## config.mk

```make
export PLATFORM = sky130hd
export DESIGN_NAME = alu_op_decoder
export DESIGN_NICKNAME = d
export VERILOG_FILES = /design/src/rtl/alu_op_decoder.sv
export SDC_FILE = /design/constraint.sdc
export NUM_CORES = 1
export LEC_CHECK = 0
export ABC_CLOCK_PERIOD_IN_PS = 3700
export BUFFER_PORTS_ARGS = -buffer_cell sky130_fd_sc_hd__buf_2
export CAP_MARGIN = 20
export CORE_ASPECT_RATIO = 1.4
export CORE_MARGIN = 2
export CORE_UTILIZATION = 47
export CTS_BUF_LIST = sky130_fd_sc_hd__clkbuf_4 sky130_fd_sc_hd__clkbuf_8 sky130_fd_sc_hd__clkbuf_16
export DETAILED_ROUTE_END_ITERATION = 6
export GPL_ROUTABILITY_DRIVEN = 1
export PLACE_DENSITY = 0.79
export SETUP_SLACK_MARGIN = 0.1
export SLEW_MARGIN = 20
export SYNTH_ARGS = -nofsm -noshare
export SYNTH_HDL_FRONTEND = slang
export SYNTH_SLANG_ARGS = --single-unit
```

## constraint.sdc

```tcl
create_clock -name clk_i -period 3.7 [get_ports clk_i]
set_clock_uncertainty 0.2 [all_clocks]
set_input_delay 0.37 -clock clk_i [delete_from_list [all_inputs] [get_ports clk_i]]
set_output_delay 0.37 -clock clk_i [all_outputs]
set_load 0.02 [all_outputs]
```

## src/rtl/alu_op_decoder.sv

```systemverilog
// RV32I decode stage feeding the execute-stage ALU: registered control word with valid/ready and flush.
// Define ALU_DEC_SKID_EN for a two-entry skid buffer with a registered ready_o.
module alu_op_decoder #(
  parameter int unsigned XLEN = 32
) (
  input  logic            clk_i,
  input  logic            rst_i,
  input  logic            valid_i,
  output logic            ready_o,
  input  logic [31:0]     instr_i,
  input  logic [XLEN-1:0] pc_i,
  input  logic            flush_i,
  output logic            valid_o,
  input  logic            ready_i,
  output logic [3:0]      op_o,
  output logic [4:0]      rs1_o,
  output logic [4:0]      rs2_o,
  output logic [4:0]      rd_o,
  output logic [XLEN-1:0] imm_o,
  output logic [1:0]      a_sel_o,
  output logic            b_sel_o,
  output logic            we_o,
  output logic            illegal_o,
  output logic [XLEN-1:0] pc_o
);

  localparam int unsigned OP_W  = 4;
  localparam int unsigned REG_W = 5;

  localparam logic [6:0] OPC_OP     = 7'b0110011;
  localparam logic [6:0] OPC_OP_IMM = 7'b0010011;
  localparam logic [6:0] OPC_LUI    = 7'b0110111;
  localparam logic [6:0] OPC_AUIPC  = 7'b0010111;
  localparam logic [6:0] OPC_LOAD   = 7'b0000011;
  localparam logic [6:0] OPC_STORE  = 7'b0100011;

  localparam logic [6:0] F7_ZERO = 7'h00;
  localparam logic [6:0] F7_ALT  = 7'h20;

  typedef struct packed {
    logic [OP_W-1:0]  op;
    logic [REG_W-1:0] rs1;
    logic [REG_W-1:0] rs2;
    logic [REG_W-1:0] rd;
    logic [XLEN-1:0]  imm;
    logic [1:0]       a_sel;
    logic             b_sel;
    logic             we;
    logic             illegal;
    logic [XLEN-1:0]  pc;
  } entry_t;

  // funct3 to ALU op; alt selects SUB/SRA on the 000/101 slots
  function automatic logic [OP_W-1:0] f3_to_op(input logic [2:0] f3, input logic alt);
    case (f3)
      3'b000:  f3_to_op = alt ? 4'b0001 : 4'b0000;
      3'b001:  f3_to_op = 4'b0010;
      3'b010:  f3_to_op = 4'b0011;
      3'b011:  f3_to_op = 4'b0100;
      3'b100:  f3_to_op = 4'b0101;
      3'b101:  f3_to_op = alt ? 4'b0111 : 4'b0110;
      3'b110:  f3_to_op = 4'b1000;
      default: f3_to_op = 4'b1001;
    endcase
  endfunction

  logic [6:0]      opc;
  logic [2:0]      f3;
  logic [6:0]      f7;
  logic [XLEN-1:0] imm_i_ext;
  logic [XLEN-1:0] imm_s_ext;
  logic [XLEN-1:0] imm_u;
  logic [XLEN-1:0] shamt;
  entry_t          dec;

  assign opc       = instr_i[6:0];
  assign f3        = instr_i[14:12];
  assign f7        = instr_i[31:25];
  assign imm_i_ext = {{(XLEN-12){instr_i[31]}}, instr_i[31:20]};
  assign imm_s_ext = {{(XLEN-12){instr_i[31]}}, instr_i[31:25], instr_i[11:7]};
  assign imm_u     = XLEN'({instr_i[31:12], 12'b0});
  assign shamt     = {{(XLEN-5){1'b0}}, instr_i[24:20]};

  always_comb begin
    dec         = '0;
    dec.rs1     = instr_i[19:15];
    dec.rs2     = instr_i[24:20];
    dec.rd      = instr_i[11:7];
    dec.pc      = pc_i;
    dec.b_sel   = 1'b1;
    dec.we      = 1'b1;
    case (opc)
      OPC_OP: begin
        dec.b_sel   = 1'b0;
        dec.op      = f3_to_op(f3, f7 == F7_ALT);
        dec.illegal = !((f7 == F7_ZERO) ||
                        ((f7 == F7_ALT) && ((f3 == 3'b000) || (f3 == 3'b101))));
      end
      OPC_OP_IMM: begin
        dec.op  = f3_to_op(f3, (f3 == 3'b101) && (f7 == F7_ALT));
        dec.imm = ((f3 == 3'b001) || (f3 == 3'b101)) ? shamt : imm_i_ext;
        dec.illegal = ((f3 == 3'b001) && (f7 != F7_ZERO)) ||
                      ((f3 == 3'b101) && (f7 != F7_ZERO) && (f7 != F7_ALT));
      end
      OPC_LUI: begin
        dec.a_sel = 2'b10;
        dec.imm   = imm_u;
      end
      OPC_AUIPC: begin
        dec.a_sel = 2'b01;
        dec.imm   = imm_u;
      end
      OPC_LOAD:  dec.imm = imm_i_ext;
      OPC_STORE: begin
        dec.imm = imm_s_ext;
        dec.we  = 1'b0;
      end
      default:   dec.illegal = 1'b1;
    endcase
    // Illegal entries carry only their fields, PC and the illegal flag
    if (dec.illegal) begin
      dec.op    = '0;
      dec.imm   = '0;
      dec.a_sel = '0;
      dec.b_sel = 1'b0;
      dec.we    = 1'b0;
    end
    if (dec.rd == '0) dec.we = 1'b0;
  end

  entry_t head_q;
  logic   valid_q;
  logic   push;
  logic   pop;

  assign push = valid_i && ready_o;
  assign pop  = valid_q && ready_i;

`ifdef ALU_DEC_SKID_EN
  entry_t skid_q;
  logic   full_q;
  logic   ready_q;

  assign ready_o = ready_q && !flush_i && !rst_i;

  // head_q is presented; skid_q catches one extra entry while stalled
  always_ff @(posedge clk_i or posedge rst_i) begin
    if (rst_i) begin
      head_q  <= '0;
      skid_q  <= '0;
      valid_q <= 1'b0;
      full_q  <= 1'b0;
      ready_q <= 1'b1;
    end else if (flush_i) begin
      valid_q <= 1'b0;
      full_q  <= 1'b0;
      ready_q <= 1'b1;
    end else if (full_q) begin
      if (pop) begin
        head_q  <= skid_q;
        full_q  <= 1'b0;
        ready_q <= 1'b1;
      end
    end else if (valid_q) begin
      if (push && pop) begin
        head_q <= dec;
      end else if (push) begin
        skid_q  <= dec;
        full_q  <= 1'b1;
        ready_q <= 1'b0;
      end else if (pop) begin
        valid_q <= 1'b0;
      end
    end else if (push) begin
      head_q  <= dec;
      valid_q <= 1'b1;
    end
  end
`else
  assign ready_o = !rst_i && !flush_i && (!valid_q || ready_i);

  always_ff @(posedge clk_i or posedge rst_i) begin
    if (rst_i) begin
      head_q  <= '0;
      valid_q <= 1'b0;
    end else if (flush_i) begin
      valid_q <= 1'b0;
    end else if (push) begin
      head_q  <= dec;
      valid_q <= 1'b1;
    end else if (pop) begin
      valid_q <= 1'b0;
    end
  end
`endif

  assign valid_o   = valid_q;
  assign op_o      = head_q.op;
  assign rs1_o     = head_q.rs1;
  assign rs2_o     = head_q.rs2;
  assign rd_o      = head_q.rd;
  assign imm_o     = head_q.imm;
  assign a_sel_o   = head_q.a_sel;
  assign b_sel_o   = head_q.b_sel;
  assign we_o      = head_q.we;
  assign illegal_o = head_q.illegal;
  assign pc_o      = head_q.pc;

endmodule

```

==> metrics <==
Max Clock Freq=395 MHz; crit path time final=2.53 ns; Synth area leaders=dfrtp_1 (60%), nand2_1 (18%), nand3_1 (5.5%); vias=3421; Std-Cell Rows=38; most common cell after layout, fill and taps aside=nand2_1; Core Area=7700 sq um; synthesized area=3720 sq um; Area Overhead vs Synth=30.9%; final worst slack=1.17 ns; Clock Path Buffers=2; die area=8650 sq um; Die X=79.2 um; status=finished, final reports clean; Max-cap violations=0; sequential area share after synthesis=59.9%; Setup CP Type=in -> reg; grt ovf=0; Die Span Y=109 um; final count of negative-setup-slack endpoints=0; clock slew at reported path FFs=0.08 ns; Final Hold Vio Count=0; cell taking the most area after synthesis=dfrtp_1; DR iter-0 viols=191; Distinct cells, synth=34; layout cells sized above 1=33.1%; share of the synthesized area in the top cell type=59.9%; Slew Limit Fails=0; RSZ-0062 raised after global routing=no; Syn Nets=473; CTS Buf Count=9; Mapped Cells=404; worst vdd ir=0.226 mV; final wirelength=9710 um; DRT Pass-1 Iters=5; TritonCTS sink count=89; antenna violations before repair=0; detailed placement HPWL=6770 um; pwr dens=452 nW/um^2; Critical Path Sink Type=register; RD Place Congestion=0.817; yosys warns=0; Post-synth EDFFs=0; Initial Util=48.3%; Synth Area per Inst=9.21 sq um; setup_tns=0 ns; antenna cells=0; final hold slack=0.0125 ns; CTS H-Tree Depth=3; hold crit path type=in -> reg; worst slew pin tran=0.959 ns; largest net degree at the start of global routing=92; number of global-route vias before repair=3410; commonest cells after routing, fill and taps aside=nand2_1 (174), buf_2 (158), dfrtp_1 (89); Crit Path Max Fanout=91; DRC Markers=0; first-pass GRT wire length=15400 um; Vias/cell=5.14; Top FF cell, synth=dfrtp_1; Total GRT Usage=23.1%; CP Data Arrival Time=2.62 ns; port bufs=158; post-cts resize count=0; CTS root buf=clkbuf_8; Nets=632; TritonCTS clock tree=done; startpoint class of the critical path=input port; wire length per cell=14.6 um; Leak=2.80 nW; dpl ws=1.37 ns; Hold-fix buffers, CTS=13; share of flip-flops with an asynchronous set or reset=100%; fin crit share=68.5%; Ports=159; data required time of the worst path=3.79 ns; #FFs+latches synth=89; Setup Buffers After CTS=0; Clk Latency, worst-skew pair=0.35 ns; ANT nets after route=0; Slew HR=36.0%
[worst max-delay path, cell delays in order]
cell and delay, ns:
dlygate4sd3_1 0.53, buf_2 0.13, nor2_1 0.11, and2_1 0.20, nand2_4 0.49, nor4_4 0.51, a32o_2 0.22
[sequential cells by signal, summed over array words and instances (netlist names)]
register / count
imm_o: 32
pc_o: 32
rd_o: 5
rs1_o: 5
rs2_o: 5
op_o: 4
a_sel_o: 2
b_sel_o: 1
illegal_o: 1
valid_o: 1
we_o: 1
[logic make-up after synthesis]
| kind of cell | count (synthesis) | share of synthesized area [%] |
|---|---|---|
| compound gates | 32 | 6.49 |
| buf+inv | 29 | 3.09 |
| flops | 89 | 59.9 |
| mux | 5 | 1.35 |
| simple gates | 249 | 29.2 |
[worst paths after layout]
| path | startpoint | to | slack, ns | cells after the start |
|---|---|---|---|---|
| min in group asynchronous | rst_i | rd_o[0] | 0.43 | 3 |
| worst max-delay path | rst_i | op_o[3] | 1.17 | 7 |
| worst min-delay path | pc_i[25] | pc_o[25] | 0.01 | 3 |
| worst min register to register | pc_o[9] | pc_o[9] | 0.27 | 2 |
| max in group asynchronous | rst_i | imm_o[17] | 2.03 | 4 |
| worst max register to register | valid_o | op_o[3] | 1.47 | 5 |
[Yosys cell counts (2+ instances only)]
library cell / count
a22o_1: 9
nand2b_1: 5
nand2_2: 2
nand2_1: 174
clkbuf_1: 21
o21ai_0: 7
dfrtp_1: 89
a21oi_1: 2
buf_2: 5
inv_1: 3
nand3_1: 41
nor2_1: 7
nor2b_1: 8
o21ai_1: 5
mux2i_1: 5
and3_1: 3
[power by group]
group	leakage [nW]	switching (W)	internal, W
sequential	1.16	0.0000524	0.00107
clock	0.0926	0.000306	0.000324
combinational	1.55	0.000294	0.000153
total	2.80	0.000653	0.00155
[final cells by class]
type	count	area, sq um
fill	684	2830
sequential	89	2230
multi-input combinational	286	1390
timing repair buffer	174	943
clock buffer	12	146
tap	100	125
clock inverter	1	30.0
inverter	3	12.5
[layer usage]
metal | routed length, um | track usage, % | vias to the layer above
met3 | 788 | 6.46 | 30
met2 | 4860 | 39.0 | 150
met1 | 3740 | 26.8 | 1618
met5 | 0 | 0 | -
li1 | - | - | 1623
met4 | 325 | 11.8 | 0
[stage by stage]
step	cells	util [%]	total power, W	cell area (sq um)
floorplan	404	-	0.00139	3720
global placement	639	59.2	0.00157	4560
detailed placement	639	59.2	0.00158	4560
CTS	665	63.2	0.00222	4870
global route	665	63.2	0.00231	4870
finish	665	63.2	0.00220	4870
Note: power is estimated with default switching activity, not from simulation.
